<file path="src/rtl/cpu_pkg.sv">
// Shared encodings for the EX-stage branch resolver and its 2-bit direction table.
package cpu_pkg;

    localparam logic [2:0] BR_NONE = 3'd0;
    localparam logic [2:0] BR_BEQ  = 3'd1;
    localparam logic [2:0] BR_BNE  = 3'd2;
    localparam logic [2:0] BR_BLT  = 3'd3;
    localparam logic [2:0] BR_BGE  = 3'd4;
    localparam logic [2:0] BR_BLTU = 3'd5;
    localparam logic [2:0] BR_BGEU = 3'd6;
    localparam logic [2:0] BR_JAL  = 3'd7;

    localparam logic [1:0] SNT = 2'b00;
    localparam logic [1:0] WNT = 2'b01;
    localparam logic [1:0] WT  = 2'b10;
    localparam logic [1:0] ST  = 2'b11;

    // Word-aligned table index: pc[idx_w+1:2]. Callers zero-extend the PC to 64 bits.
    function automatic int unsigned bht_index(input logic [63:0] pc, input int unsigned idx_w);
        logic [63:0] mask;
        mask = (64'd1 << idx_w) - 64'd1;
        return 32'((pc >> 2) & mask);
    endfunction

endpackage

</file>
<file path="src/rtl/bht_2bit.sv">
// Branch history table of 2-bit saturating counters: one combinational read, one clocked write.
module bht_2bit
    import cpu_pkg::*;
#(
    parameter int unsigned DEPTH = 64,
    parameter int unsigned IDX_W = $clog2(DEPTH)
) (
    input  logic             clk_i,
    input  logic             rst_i,
    input  logic [IDX_W-1:0] rd_idx_i,
    output logic [1:0]       rd_ctr_o,
    input  logic             we_i,
    input  logic [IDX_W-1:0] wr_idx_i,
    input  logic             wr_taken_i
);

    logic [1:0] cnt_q [DEPTH];
    logic [1:0] wr_cur;
    logic [1:0] wr_nxt;

    // No write-to-read bypass: a same-cycle read sees the pre-update counter.
    assign rd_ctr_o = cnt_q[rd_idx_i];
    assign wr_cur   = cnt_q[wr_idx_i];

    always_comb begin
        wr_nxt = wr_cur;
        if (wr_taken_i && (wr_cur != ST)) begin
            wr_nxt = wr_cur + 2'd1;
        end else if (!wr_taken_i && (wr_cur != SNT)) begin
            wr_nxt = wr_cur - 2'd1;
        end
    end

    always_ff @(posedge clk_i) begin
        if (rst_i) begin
            for (int i = 0; i < int'(DEPTH); i++) begin
                cnt_q[i] <= WNT;
            end
        end else if (we_i) begin
            cnt_q[wr_idx_i] <= wr_nxt;
        end
    end

endmodule

</file>
<file path="src/rtl/branch_predict_resolve.sv">
// EX-stage branch/JAL resolver: compares outcome with the IF prediction, redirects on mispredict.
module branch_predict_resolve
    import cpu_pkg::*;
#(
    parameter int unsigned XLEN      = 32,
    parameter int unsigned BHT_DEPTH = 64,
    parameter int unsigned CNT_W     = 32
) (
    input  logic             clk_i,
    input  logic             rst_i,
    input  logic [XLEN-1:0]  if_pc_i,
    output logic             if_pred_taken_o,
    input  logic             ex_valid_i,
    input  logic             ex_stall_i,
    input  logic [2:0]       ex_br_type_i,
    input  logic [XLEN-1:0]  ex_pc_i,
    input  logic [XLEN-1:0]  ex_src1_i,
    input  logic [XLEN-1:0]  ex_src2_i,
    input  logic [XLEN-1:0]  ex_target_i,
    input  logic             ex_pred_taken_i,
    output logic             br_taken_o,
    output logic             redirect_o,
    output logic [XLEN-1:0]  redirect_pc_o,
    output logic [CNT_W-1:0] perf_branches_o,
    output logic [CNT_W-1:0] perf_mispredicts_o
);

    localparam int unsigned IDX_W = $clog2(BHT_DEPTH);

    logic [IDX_W-1:0] if_idx;
    logic [IDX_W-1:0] ex_idx;
    logic [1:0]       if_ctr;
    logic             eff;
    logic             bht_we;
    logic             taken;
    logic [CNT_W-1:0] branches_d, branches_q;
    logic [CNT_W-1:0] mispredicts_d, mispredicts_q;

    assign if_idx = IDX_W'(bht_index(64'(if_pc_i), IDX_W));
    assign ex_idx = IDX_W'(bht_index(64'(ex_pc_i), IDX_W));

    bht_2bit #(
        .DEPTH (BHT_DEPTH),
        .IDX_W (IDX_W)
    ) u_bht (
        .clk_i      (clk_i),
        .rst_i      (rst_i),
        .rd_idx_i   (if_idx),
        .rd_ctr_o   (if_ctr),
        .we_i       (bht_we),
        .wr_idx_i   (ex_idx),
        .wr_taken_i (taken)
    );

    assign if_pred_taken_o = if_ctr[1];

    assign eff = ex_valid_i & ~ex_stall_i & (ex_br_type_i != BR_NONE);

    always_comb begin
        taken = 1'b0;
        unique case (ex_br_type_i)
            BR_NONE: taken = 1'b0;
            BR_BEQ:  taken = (ex_src1_i == ex_src2_i);
            BR_BNE:  taken = (ex_src1_i != ex_src2_i);
            BR_BLT:  taken = ($signed(ex_src1_i) < $signed(ex_src2_i));
            BR_BGE:  taken = ($signed(ex_src1_i) >= $signed(ex_src2_i));
            BR_BLTU: taken = (ex_src1_i < ex_src2_i);
            BR_BGEU: taken = (ex_src1_i >= ex_src2_i);
            BR_JAL:  taken = 1'b1;
            default: taken = 1'b0;
        endcase
        if (!ex_valid_i) begin
            taken = 1'b0;
        end
    end

    assign br_taken_o    = taken;
    assign redirect_o    = eff & (taken != ex_pred_taken_i);
    assign redirect_pc_o = taken ? ex_target_i : (ex_pc_i + XLEN'(4));

    // JAL is always taken and carries no direction history.
    assign bht_we = eff & (ex_br_type_i != BR_JAL);

    always_comb begin
        branches_d    = branches_q;
        mispredicts_d = mispredicts_q;
        if (eff && (branches_q != '1)) begin
            branches_d = branches_q + 1'b1;
        end
        if (redirect_o && (mispredicts_q != '1)) begin
            mispredicts_d = mispredicts_q + 1'b1;
        end
    end

    always_ff @(posedge clk_i) begin
        if (rst_i) begin
            branches_q    <= '0;
            mispredicts_q <= '0;
        end else begin
            branches_q    <= branches_d;
            mispredicts_q <= mispredicts_d;
        end
    end

    assign perf_branches_o    = branches_q;
    assign perf_mispredicts_o = mispredicts_q;

endmodule

</file>
<file path="config.mk">
export PLATFORM = sky130hd
export DESIGN_NAME = branch_predict_resolve
export DESIGN_NICKNAME = d
export VERILOG_FILES = /design/src/rtl/cpu_pkg.sv /design/src/rtl/bht_2bit.sv /design/src/rtl/branch_predict_resolve.sv
export SDC_FILE = /design/constraint.sdc
export NUM_CORES = 1
export LEC_CHECK = 0
export BUFFER_PORTS_ARGS = -buffer_cell sky130_fd_sc_hd__buf_2
export CORE_MARGIN = 5
export CORE_UTILIZATION = 50
export DETAILED_ROUTE_END_ITERATION = 16
export PLACE_DENSITY = 0.77
export REMOVE_ABC_BUFFERS = 1
export SETUP_SLACK_MARGIN = 0.2
export SYNTH_ARGS = -nofsm -noshare
export SYNTH_HDL_FRONTEND = slang
export SYNTH_HIERARCHICAL = 1
export SYNTH_SLANG_ARGS = --single-unit
</file>
<file path="constraint.sdc">
create_clock -name clk_i -period 7.2 [get_ports clk_i]
set_clock_uncertainty 0.15 [all_clocks]
set_input_delay 2.16 -clock clk_i [delete_from_list [all_inputs] [get_ports clk_i]]
set_output_delay 2.16 -clock clk_i [all_outputs]
set_load 0.005 [all_outputs]
</file>
* Word level (Yosys, flattened, before mapping)
Memories as Yosys holds them, arrays and structs flattened.
Index checks and enable logic that the tools add are counted.
** Operators by class
- $add $sub $neg :: 5
- Multipliers :: 0
- Div/mod/pow operators :: 0
- Order comparisons :: 4
- Eq/ne operators :: 14
- Shifts and indexed selects :: 0
- Mux-type cells :: 13
- Bitwise logic cells :: 5
- Reduce and logical (&&, ||, !) cells :: 9
** Operators with widths (count)
- adder 32 x 1 -> 32 bit (second input constant) :: 2
- >= comparator 32 bit :: 2
- < comparator 32 bit :: 2
- != test 32 bit (second input constant) :: 2
- adder 32 x 3 -> 32 bit (second input constant) :: 1
- equality test 32 bit :: 1
- two-way mux 32 bit :: 1
- != test 32 bit :: 1
- equality test 3 bit (second input constant) :: 4
- case mux 1 bit (8 select lines) :: 1
- two-way mux 1 bit :: 7
- equality test 3 x 2 -> 1 bit (second input constant) :: 2
- two-way mux 2 bit :: 3
- two-way mux 6 bit :: 1
- AND 1 bit :: 4
- logical AND 1 bit :: 4
- equality test 3 x 1 -> 1 bit (second input constant) :: 1
- zero test 3 bit :: 1
- != test 3 bit (second input constant) :: 1
- nonzero test 3 bit :: 1
- adder 2 x 1 -> 2 bit (second input constant) :: 1
- != test 2 bit (second input constant) :: 1
- nonzero test 2 bit :: 1
- OR reduction 2 bit :: 1
- 4 further kinds :: 4
** Storage, ports and cells
- Bits in registers :: 64
- Latch bits :: 0
- Memory bits (writable) :: 128
- Bits in read-only memories :: 0
- Input bits :: 168
- Output and inout bits :: 99
- Logic and storage cells :: 53
- Memories kept :: 1
** Memories
- u_bht.cnt_q :: words 64, bits a word 2, read ports 2, clocked after memory_dff 0, wr ports 64, line bht_2bit.sv:17 : logic [1:0] cnt_q [DEPTH];

* Longest topological paths before layout
Gate-level depths: netlist of run 1.
- Depth after elaboration :: 9
- Gate-level depth with buffers :: 21
- Depth with buffers taken out :: 16

* Modules after synthesis
Netlist of run 1, hierarchy kept.
** By module, submodules not included
- bht_2bit :: times used 1, cells an instance 668, area each 7751.2 um^2, sequential area each 3843.7 um^2
- branch_predict_resolve :: times used 1, cells an instance 655, area each 4830.9 um^2, sequential area each 1281.2 um^2

* Worst setup path after synthesis of run 1
OpenSTA, ideal clock, no wires.
- Kind :: in2out
- Start :: in ex_src2_i[31]
- End :: out br_taken_o
- Arrival :: 4796 ps
- Data required time :: 4890 ps
- Slack :: 94 ps
- Stages on the path :: 14
- Path buffers :: 3
- Path through :: inv_1 > ha_1 > nand4_1 > nor4_1 > nand3_1 > and3b_1 > o31ai_2 > nand2_1 > nor2_1 > or2_2 > clkbuf_1 > buf_2 > buf_1 > inv_1
** On the way
- Cells in the longest elaborated chain, start to end :: 3
- Elaborated cells between the ends (all ways) :: 8
- Those cells by class :: order compare (4); eq/ne (2); mux (2)
** RTL lines
- from (decl) :: line branch_predict_resolve.sv:18 : input logic [XLEN-1:0] ex_src2_i,
- >= comparator 32 bit, or another cell as far along :: line branch_predict_resolve.sv:68 : BR_BGEU: taken = (ex_src1_i >= ex_src2_i);
- case mux 1 bit (8 select lines) (*) :: line branch_predict_resolve.sv:61 : unique case (ex_br_type_i)
- two-way mux 1 bit (*) :: line branch_predict_resolve.sv:72 : if (!ex_valid_i) begin
- to (decl) :: line branch_predict_resolve.sv:21 : output logic br_taken_o,
Mark *: on every way between the ends. The rest lies on a longest branch, timed or not.

* Worst setup path after layout of run 1
- Start :: in ex_src2_i[29]
- End :: out redirect_pc_o[29]
** On the way
- Cells in the longest elaborated chain, start to end :: 4
- Elaborated cells between the ends (all ways) :: 9
- Those cells by class :: order compare (4); eq/ne (2); mux (3)
** RTL lines
- >= comparator 32 bit, or another cell as far along :: line branch_predict_resolve.sv:68
- case mux 1 bit (8 select lines) (*) :: line branch_predict_resolve.sv:61
- two-way mux 1 bit (*) :: line branch_predict_resolve.sv:72
- two-way mux 32 bit (*) :: line branch_predict_resolve.sv:79 : assign redirect_pc_o = taken ? ex_target_i : (ex_pc_i + XLEN'(4));
- to (decl) :: line branch_predict_resolve.sv:23 : output logic [XLEN-1:0] redirect_pc_o,
Marked as above.

==> results of run 1 <==
[per-stage QoR]
step           utilization (%)  hold WS (ps)  setup TNS (ps)  std cells  area, µm²
3_3_place_gp              56.3           322               0       1810      13600
5_1_grt                   61.9           372           -2930       1864      14900
4_1_cts                   59.3           348               0       1849      14300
3_5_place_dp              56.3           334           -36.0       1810      13600
6_report                  61.9           345           -21.9       1864      14900
2_1_floorplan                -           321               0       1210      11700
[worst min-delay path, cell delays in order (launching register included)]
cell and delay [ps]:
dfxtp_1 330, o31ai_1 70, a21oi_1 50
[registers in the layout (all words and copies together) (netlist names)]
name and flops:
u_bht/cnt_q 128, perf_branches_o 32, perf_mispredicts_o 32
[area by class of cell]
type	count	area [µm²]	area share, %
sequential	192	5120	34.4
timing repair buffer	297	1830	12.3
antenna	1	2.50	0.0168
tap	324	405	2.72
clock buffer	18	429	2.88
inverter	52	203	1.36
multi-input combinational	966	6770	45.4
clock inverter	14	155	1.04
[where the power goes]
group	total [W]	internal, W	leakage [nW]	switching, W
Clock	0.000957	0.000519	0.285	0.000437
Sequential	0.00121	0.00119	1.71	0.0000137
Combinational	0.000599	0.000234	3.75	0.000364
Total	0.00276	0.00195	5.75	0.000815
[path summary, 6_finish.rpt]
kind | start | endpoint | slack [ps]
worst max-delay path | ex_src2_i[29] | redirect_pc_o[29] | -20
worst min-delay path | perf_mispredicts_o[23]$_SDFFE_PP0P_ | perf_mispredicts_o[23]$_SDFFE_PP0P_ | 340
worst max register to register | u_bht/cnt_q[37][0]$_SDFFCE_PN1P_ | u_bht/cnt_q[31][1]$_SDFFCE_PN0P_ | 3460
worst min register to register | perf_mispredicts_o[23]$_SDFFE_PP0P_ | perf_mispredicts_o[23]$_SDFFE_PP0P_ | 340
[what timing repair did]
item,CTS,global route
pin swaps,10,22
cloned,1,2
hold buffers,0,0
endpoints found under the hold margin,0,0
resized for setup,14,104
setup buffers,6,12
setup endpoints to repair,32,34
[per-layer routing]
layer | vias to the layer above | track usage, % | part of all wire, %
met3 | 115 | 6.03 | 9.9
met5 | - | 0 | 0
met2 | 585 | 41.2 | 49
met1 | 5282 | 32.3 | 37
li1 | 5167 | - | -
met4 | 0 | 9.19 | 4.0
==> run_results.csv, run 1 <==
group,metric,value,unit
sta,max_slew_margin,35.5,%
global_routing,grt_pass1_wl,54.3,mm
outcome,status,"finished with violations",
critical_path,slowest_delay,300,ps
synth,syn_inst,1299,
placed_design,hpwl,24.8,mm
cells_and_area,nets,1731,
die,die_w,166,µm
cells_and_area,final_common_cell,"buf_2",
global_routing,grt_pass1_vias,10500,
sta,period_minus_slack,7220,ps
critical_path,criticalPathCategory,"in2out",
global_routing,grt_overflow,0,
placed_design,numPortBuffers,240,
cells_and_area,nFillCells,2017,
power_and_ir_drop,leakagePower,5.75,nW
power_and_ir_drop,power,0.00276,W
critical_path,start_kind,"primary input",
route,antenna_left,0,
placed_design,pre_cts_ws,-20.6,ps
critical_path,required,4890,ps
synth,postSynthAreaPerCell,9.32,µm²
clock_network,clock_path_buffers,2,
synth,yosysWarnings,6,
route,viasPerCell,5.98,
critical_path,cp.buffers_inverters,7,
cells_and_area,area_growth,23.2,%
global_routing,grtUsageTotal,25.1,%
global_routing,grt_max_degree,73,
critical_path,end_kind,"output port",
clock_network,clock_latency,440,ps
power_and_ir_drop,peakVddDrop,0.161,mV
route,drtIter0Drc,1182,
global_routing,antenna_found_initial,1,
route,totalWireLength,36.5,mm
outcome,failed_checks,"setup timing",
cells_and_area,layout_common_cells,"buf_2 (227), nor2_1 (128), edfxtp_1 (128)",
synth,syn_area,0.0121,mm²
route,vias,11100,
die,core-area,0.0241,mm²
die,start_util,50.2,%
job,drv_cap,0,
worst_hold_path,hp-class,"reg2reg",
sta,rsz0062_at_grt,"true",
critical_path,worst-path-stages,17,
die,io_pins,267,
critical_path,critPathMaxFanout,8,
sta,slew_violations,0,
sta,hold_violations,0,
sta,tightest_slew,967,ps
sta,period_share,100,%
route,post_drt_wl_per_cell,19.6,µm
sta,setup_violations,1,
die,num_rows,57,
placed_design,globalplace.congestion,0.883,
critical_path,critical-path-top-delay-family,"simple AND/OR/NAND/NOR gates",
clock_network,root_buffer,"clkbuf_16",
clock_network,cts_htree_levels,4,
clock_network,cts_tree,"built",
sta,setup_ws,-21.9,ps
critical_path,worstPathArrival,4910,ps
route,route.detailed.drc,0,
worst_hold_path,hold-path-cell-count,2,
power_and_ir_drop,power_density,185,mW/mm²
clock_network,path_clk_slew,70,ps
clock_network,cts_buffers,17,
critical_path,r2r_cells,10,
route,firstDrtPassIters,6,
die,dieArea,0.0274,mm²
clock_network,clkSinkCount,192,
cells_and_area,drive_gt1_share,30.5,%
die,die_h,166,µm
critical_path,crit_chain,"buf_2, inv_2, ha_4, nand4_1, buf_4, nor4_4, nand3_2, buf_4, nor3b_2, o31ai_2, nand2_1, nor2_2, or2_4, buf_12, buf_8, a21oi_1, buf_2",
critical_path,cpMaxStageDelayCell,"or2_4",
sta,fmax,0.138,GHz
Power figures use the tool's default switching activity.
==> run 2: changes to the inputs <==
Settings changed: PLACE_DENSITY 0.77 to 0.87.
==> run 2 against run 1 <==
Critical path depth down 2; wire length grew 3.8%; highest routed layer is now met5; fmax increased by 1.6%; setup slack improved by 110 ps; the run now ends clean; clock-buffer cell count down 1; total power up 0.20%; cell count is 0.21% lower; die area did not move; combinational power is 5.7% higher; clock power is 3.0% lower; sequential cell count unchanged.
==> run_results.csv, run 2 (same netlist as run 1, synthesis figures left out) <==
group,metric,value,unit
outcome,status,"finished clean",
clock_network,clock_latency,440,ps
die,die_h,166,µm
die,io_pins,267,
sta,period_share,98.8,%
sta,fin_hold_ws,345,ps
power_and_ir_drop,power_density,184,mW/mm²
global_routing,grt_pass1_wl,56.3,mm
power_and_ir_drop,power,0.00277,W
global_routing,grt_pass1_vias,10900,
placed_design,hpwl,24.8,mm
critical_path,crit_start,"ex_src2_i[23]",
route,totalWireLength,37.8,mm
critical_path,crit_chain,"buf_6, inv_4, ha_4, nand4_1, or3_4, o22a_1, nand3_2, a21oi_2, o211ai_1, nor2_2, or2_4, clkbuf_16, clkbuf_16, a21oi_2, buf_2",
clock_network,cts_htree_levels,4,
critical_path,critical-path-top-delay-family,"simple AND/OR/NAND/NOR gates",
global_routing,grtUsageTotal,26.1,%
placed_design,pre_cts_ws,-30.6,ps
global_routing,grt_overflow,0,
worst_hold_path,hp-class,"reg2reg",
clock_network,cts_tree,"built",
route,drtIter0Drc,1262,
sta,rsz0062_at_grt,"true",
cells_and_area,num_antenna_cells,0,
clock_network,hold_buffers,0,
cells_and_area,regMostFlops,"u_bht/cnt_q",
sta,period_minus_slack,7110,ps
cells_and_area,nets,1728,
global_routing,antenna_found_initial,1,
critical_path,end_kind,"output port",
power_and_ir_drop,leakagePower,5.76,nW
critical_path,criticalPathCategory,"in2out",
cells_and_area,area_growth,24.6,%
die,die_w,166,µm
route,vias,11400,
route,viasPerCell,6.12,
clock_network,clock_path_buffers,2,
clock_network,clkSinkCount,192,
placed_design,globalplace.congestion,0.925,
clock_network,root_buffer,"clkbuf_16",
critical_path,required,4890,ps
die,dieArea,0.0274,mm²
route,firstDrtPassIters,6,
cells_and_area,layout_common_cells,"buf_2 (219), edfxtp_1 (128), nand2_1 (124), nor2_1 (124), nand3_1 (79)",
critical_path,start_kind,"primary input",
route,antenna_left,0,
critical_path,cp.buffers_inverters,5,
die,core-area,0.0241,mm²
sta,setup_violations,0,
global_routing,grt_max_degree,74,
clock_network,cts_buffers,17,
cells_and_area,drive_gt1_share,31.1,%
die,start_util,50.2,%
sta,tightest_slew,896,ps
worst_hold_path,worstHoldStart,"perf_mispredicts_o[12]$_SDFFE_PP0P_",
sta,setup_ws,88.5,ps
cells_and_area,largest_register_ffs,128,
sta,max_slew_margin,40.2,%
sta,fmax,0.141,GHz
critical_path,cpMaxStageDelayCell,"or3_4",
power_and_ir_drop,peakVddDrop,0.185,mV
critical_path,timing.rr.start,"u_bht/cnt_q[37][0]$_SDFFCE_PN1P_",
sta,slew_violations,0,
route,post_drt_wl_per_cell,20.3,µm
clock_network,path_clk_slew,80,ps
cells_and_area,final_common_cell,"buf_2",
die,num_rows,57,
critical_path,worstPathArrival,4800,ps
critical_path,critPathMaxFanout,5,
placed_design,numPortBuffers,240,
critical_path,slowest_delay,440,ps
route,route.detailed.drc,0,
sta,hold_violations,0,
job,drv_cap,0,
run 2: stage by stage:
step,cells,area (µm²),utilization [%],setup TNS [ps]
global placement,1809,13600,56.3,0
detailed placement,1809,13600,56.3,-47.6
CTS,1850,14700,61.0,0
global route,1860,15100,62.5,-1420
finish,1860,15100,62.5,0
floorplan,1210,11700,-,0
run 2: layout make-up:
class | instances | area (µm²)
flip-flops and latches | 192 | 5120
repair buffers | 294 | 1950
multi-input cells | 966 | 6820
clock inverters | 15 | 149
inverters | 52 | 203
fillers | 1903 | 9030
clock buffers | 17 | 425
well taps | 324 | 405
run 2: path summary, 6_finish.rpt:
path / to / slack (ps) / cells past startpoint
setup / recovery: redirect_pc_o[26] / 90 / 15
hold / removal: perf_mispredicts_o[12]$_SDFFE_PP0P_ / 340 / 2
setup reg to reg: u_bht/cnt_q[45][1]$_SDFFCE_PN0P_ / 3220 / 13
hold reg to reg: perf_mispredicts_o[12]$_SDFFE_PP0P_ / 340 / 2
run 2: repair_timing:
| item | in CTS | in global routing |
|---|---|---|
| buffers inserted | 6 | 7 |
| cloned | 3 | 3 |
| endpoints found under the setup margin | 33 | 34 |
| pin swaps | 19 | 18 |
| gates resized for setup | 83 | 57 |
run 2: where the power goes:
group	switching [W]	leakage (nW)	internal, W
Sequential	0.0000138	1.71	0.00119
Clock	0.000467	0.280	0.000461
Combinational	0.000380	3.77	0.000253
run 2: routing by layer:
metal / track usage [%] / wire length [µm] / part of all wire (%) / vias up
met4: 10.7 / 1510 / 4.0 / 2
met3: 7.32 / 3950 / 10 / 150
met2: 43.1 / 18600 / 49 / 697
met1: 32.1 / 13800 / 36 / 5372
met5: 0 / 11 / 0.029 / -
li1: - / - / - / 5163
run 2: worst register-to-register path, stage by stage (launching register included):
cell	delay, ps
edfxtp_1	380
mux2_2	280
a221oi_1	290
o22ai_1	140
a21oi_1	280
nor4b_4	500
inv_1	100
ha_1	230
nor2b_1	330
o21a_1	180
inv_1	70
o31ai_4	50
buf_4	570
nor3_1	150
==> run 3: changes to the inputs <==
Settings changed: PLACE_DENSITY 0.87 to 0.84.
Clock period 7.2 ns to 8.9 ns, I/O delays scaled along.
==> run 3 against run 2 <==
Sequential share of layout area up 2.5 points; clock-buffer cell count up 5; critical endpoint is now redirect_pc_o[1]; total power down 21%; first-iteration DRC count down 7.1%; sequential cell count unchanged; sequential power down 19%; via count down 3.6%; wire length down 7.1%; cell count down 2.0%; critical path depth down 2; utilization down 4.2 points.
==> run_results.csv, run 3 (same netlist as run 1, synthesis figures left out) <==
group,metric,value,unit
outcome,status,"finished clean",
critical_path,criticalPathCategory,"in2out",
route,viasPerCell,6.02,
power_and_ir_drop,power,0.00218,W
cells_and_area,instances_no_fill,1823,
clock_network,root_buffer,"clkbuf_16",
clock_network,path_clk_slew,70,ps
route,route.detailed.drc,0,
clock_network,cts_buffers,17,
global_routing,grtUsageTotal,25.0,%
route,vias,11000,
cells_and_area,nFillCells,2108,
route,totalWireLength,35.1,mm
route,m1WireLength,12.7,mm
placed_design,globalplace.congestion,0.926,
placed_design,numPortBuffers,240,
cells_and_area,multi_input_area,0.00635,mm²
global_routing,grt_max_degree,69,
critical_path,start_kind,"primary input",
cells_and_area,area_growth,16.2,%
die,start_util,50.2,%
sta,fin_hold_ws,345,ps
clock_network,clock_latency,440,ps
clock_network,hold_buffers,0,
clock_network,cts_tree,"built",
clock_network,clkSinkCount,192,
sta,period_share,94.4,%
route,top_layer,"met4",
critical_path,critPathMaxFanout,31,
cells_and_area,nets,1691,
critical_path,slowest_delay,370,ps
route,route.met2.wl,17.0,mm
die,dieArea,0.0274,mm²
die,core-area,0.0241,mm²
job,drv_cap,0,
sta,hold_violations,0,
sta,period_minus_slack,8400,ps
sta,slew_violations,0,
global_routing,grt_overflow,0,
route,firstDrtPassIters,8,
cells_and_area,register_area,0.00512,mm²
power_and_ir_drop,power_density,155,mW/mm²
sta,tightest_slew,1300,ps
worst_hold_path,hp-class,"reg2reg",
cells_and_area,regMostFlops,"u_bht/cnt_q",
critical_path,worstPathArrival,5580,ps
route,antenna_left,0,
power_and_ir_drop,peakVddDrop,0.124,mV
cells_and_area,largest_register_ffs,128,
power_and_ir_drop,leakagePower,5.46,nW
global_routing,grt_pass1_vias,10800,
cells_and_area,fin_area,0.0141,mm²
critical_path,cpMaxStageDelayCell,"ha_1",
sta,rsz0062_at_grt,"false",
route,drtIter0Drc,1172,
global_routing,grt_pass1_wl,54.3,mm
critical_path,crit_chain,"buf_2, ha_1, nand4_1, nor4_2, nand3_1, and3b_1, o31ai_2, nand2_1, nor2_2, or2_4, buf_12, mux2_2, buf_2",
cells_and_area,drive_gt1_share,24.3,%
critical_path,cpMostUsedCell,"buf_2",
critical_path,required,6080,ps
route,routed-wl-met3,3.91,mm
sta,fmax,0.119,GHz
sta,fin_tns_setup,0,ps
die,die_w,166,µm
critical_path,end_kind,"output port",
sta,setup_violations,0,
route,post_drt_wl_per_cell,19.3,µm
global_routing,antenna_found_initial,1,
placed_design,placed_area,0.0134,mm²
placed_design,dp_cells,1790,
die,io_pins,267,
sta,max_slew_margin,13.1,%
cells_and_area,layout_common_cells,"buf_2 (239), nor2_1 (147), edfxtp_1 (128)",
die,die_h,166,µm
cells_and_area,final_common_cell,"buf_2",
clock_network,clock_path_buffers,2,
clock_network,cts_htree_levels,4,
die,num_rows,57,
placed_design,hpwl,24.5,mm
## run 3: final timing paths
kind                                       startpoint                                  end  slack, ps  cells after the start
setup reg to reg     u_bht/cnt_q[37][0]$_SDFFCE_PN1P_     u_bht/cnt_q[63][1]$_SDFFCE_PN0P_       4720                     10
hold / removal    perf_mispredicts_o[20]$_SDFFE_PP0P_  perf_mispredicts_o[20]$_SDFFE_PP0P_        350                      2
setup / recovery                        ex_src1_i[31]                     redirect_pc_o[1]        500                     13
hold reg to reg   perf_mispredicts_o[20]$_SDFFE_PP0P_  perf_mispredicts_o[20]$_SDFFE_PP0P_        350                      2
## run 3: power breakdown
group | total [W] | internal (W) | switching (W) | leakage (nW)
combinational | 0.000418 | 0.000148 | 0.000270 | 3.45
clock | 0.000781 | 0.000438 | 0.000343 | 0.300
sequential | 0.000978 | 0.000967 | 0.0000110 | 1.71
## run 3: area by class of cell
type	count	area share, %
Multi-Input combinational cell	966	45.2
Clock buffer	22	3.60
Inverter	52	1.39
Antenna cell	1	0.0178
Timing Repair Buffer	257	9.77
Sequential cell	192	36.5
Clock inverter	9	0.676
Tap cell	324	2.88
## run 3: metrics by stage
step / setup WS [ps] / util, %
floorplan: 693 / -
global placement: 509 / 55.7
detailed placement: 387 / 55.7
CTS: 390 / 58.2
global route: 240 / 58.3
finish: 499 / 58.3
## run 3: critical path, delay by kind of cell
family	cells	cell delay, ps
and+or+nand+nor	7	1460
buffers and inverters	3	430
adders and majority gates	1	370
muxes	1	350
AOI/OAI and AO/OA	1	270
## run 3: per-layer routing
layer,vias to the layer above,global-route usage [%]
met2,621,41.2
met4,0,11.2
met3,137,7.30
li1,5079,-
met1,5136,30.4
met5,-,0
## run 3: timing repair
item,4_1_cts,5_1_grt
resized for setup,0,3
setup buffers,0,0
endpoints found under the setup margin,0,4
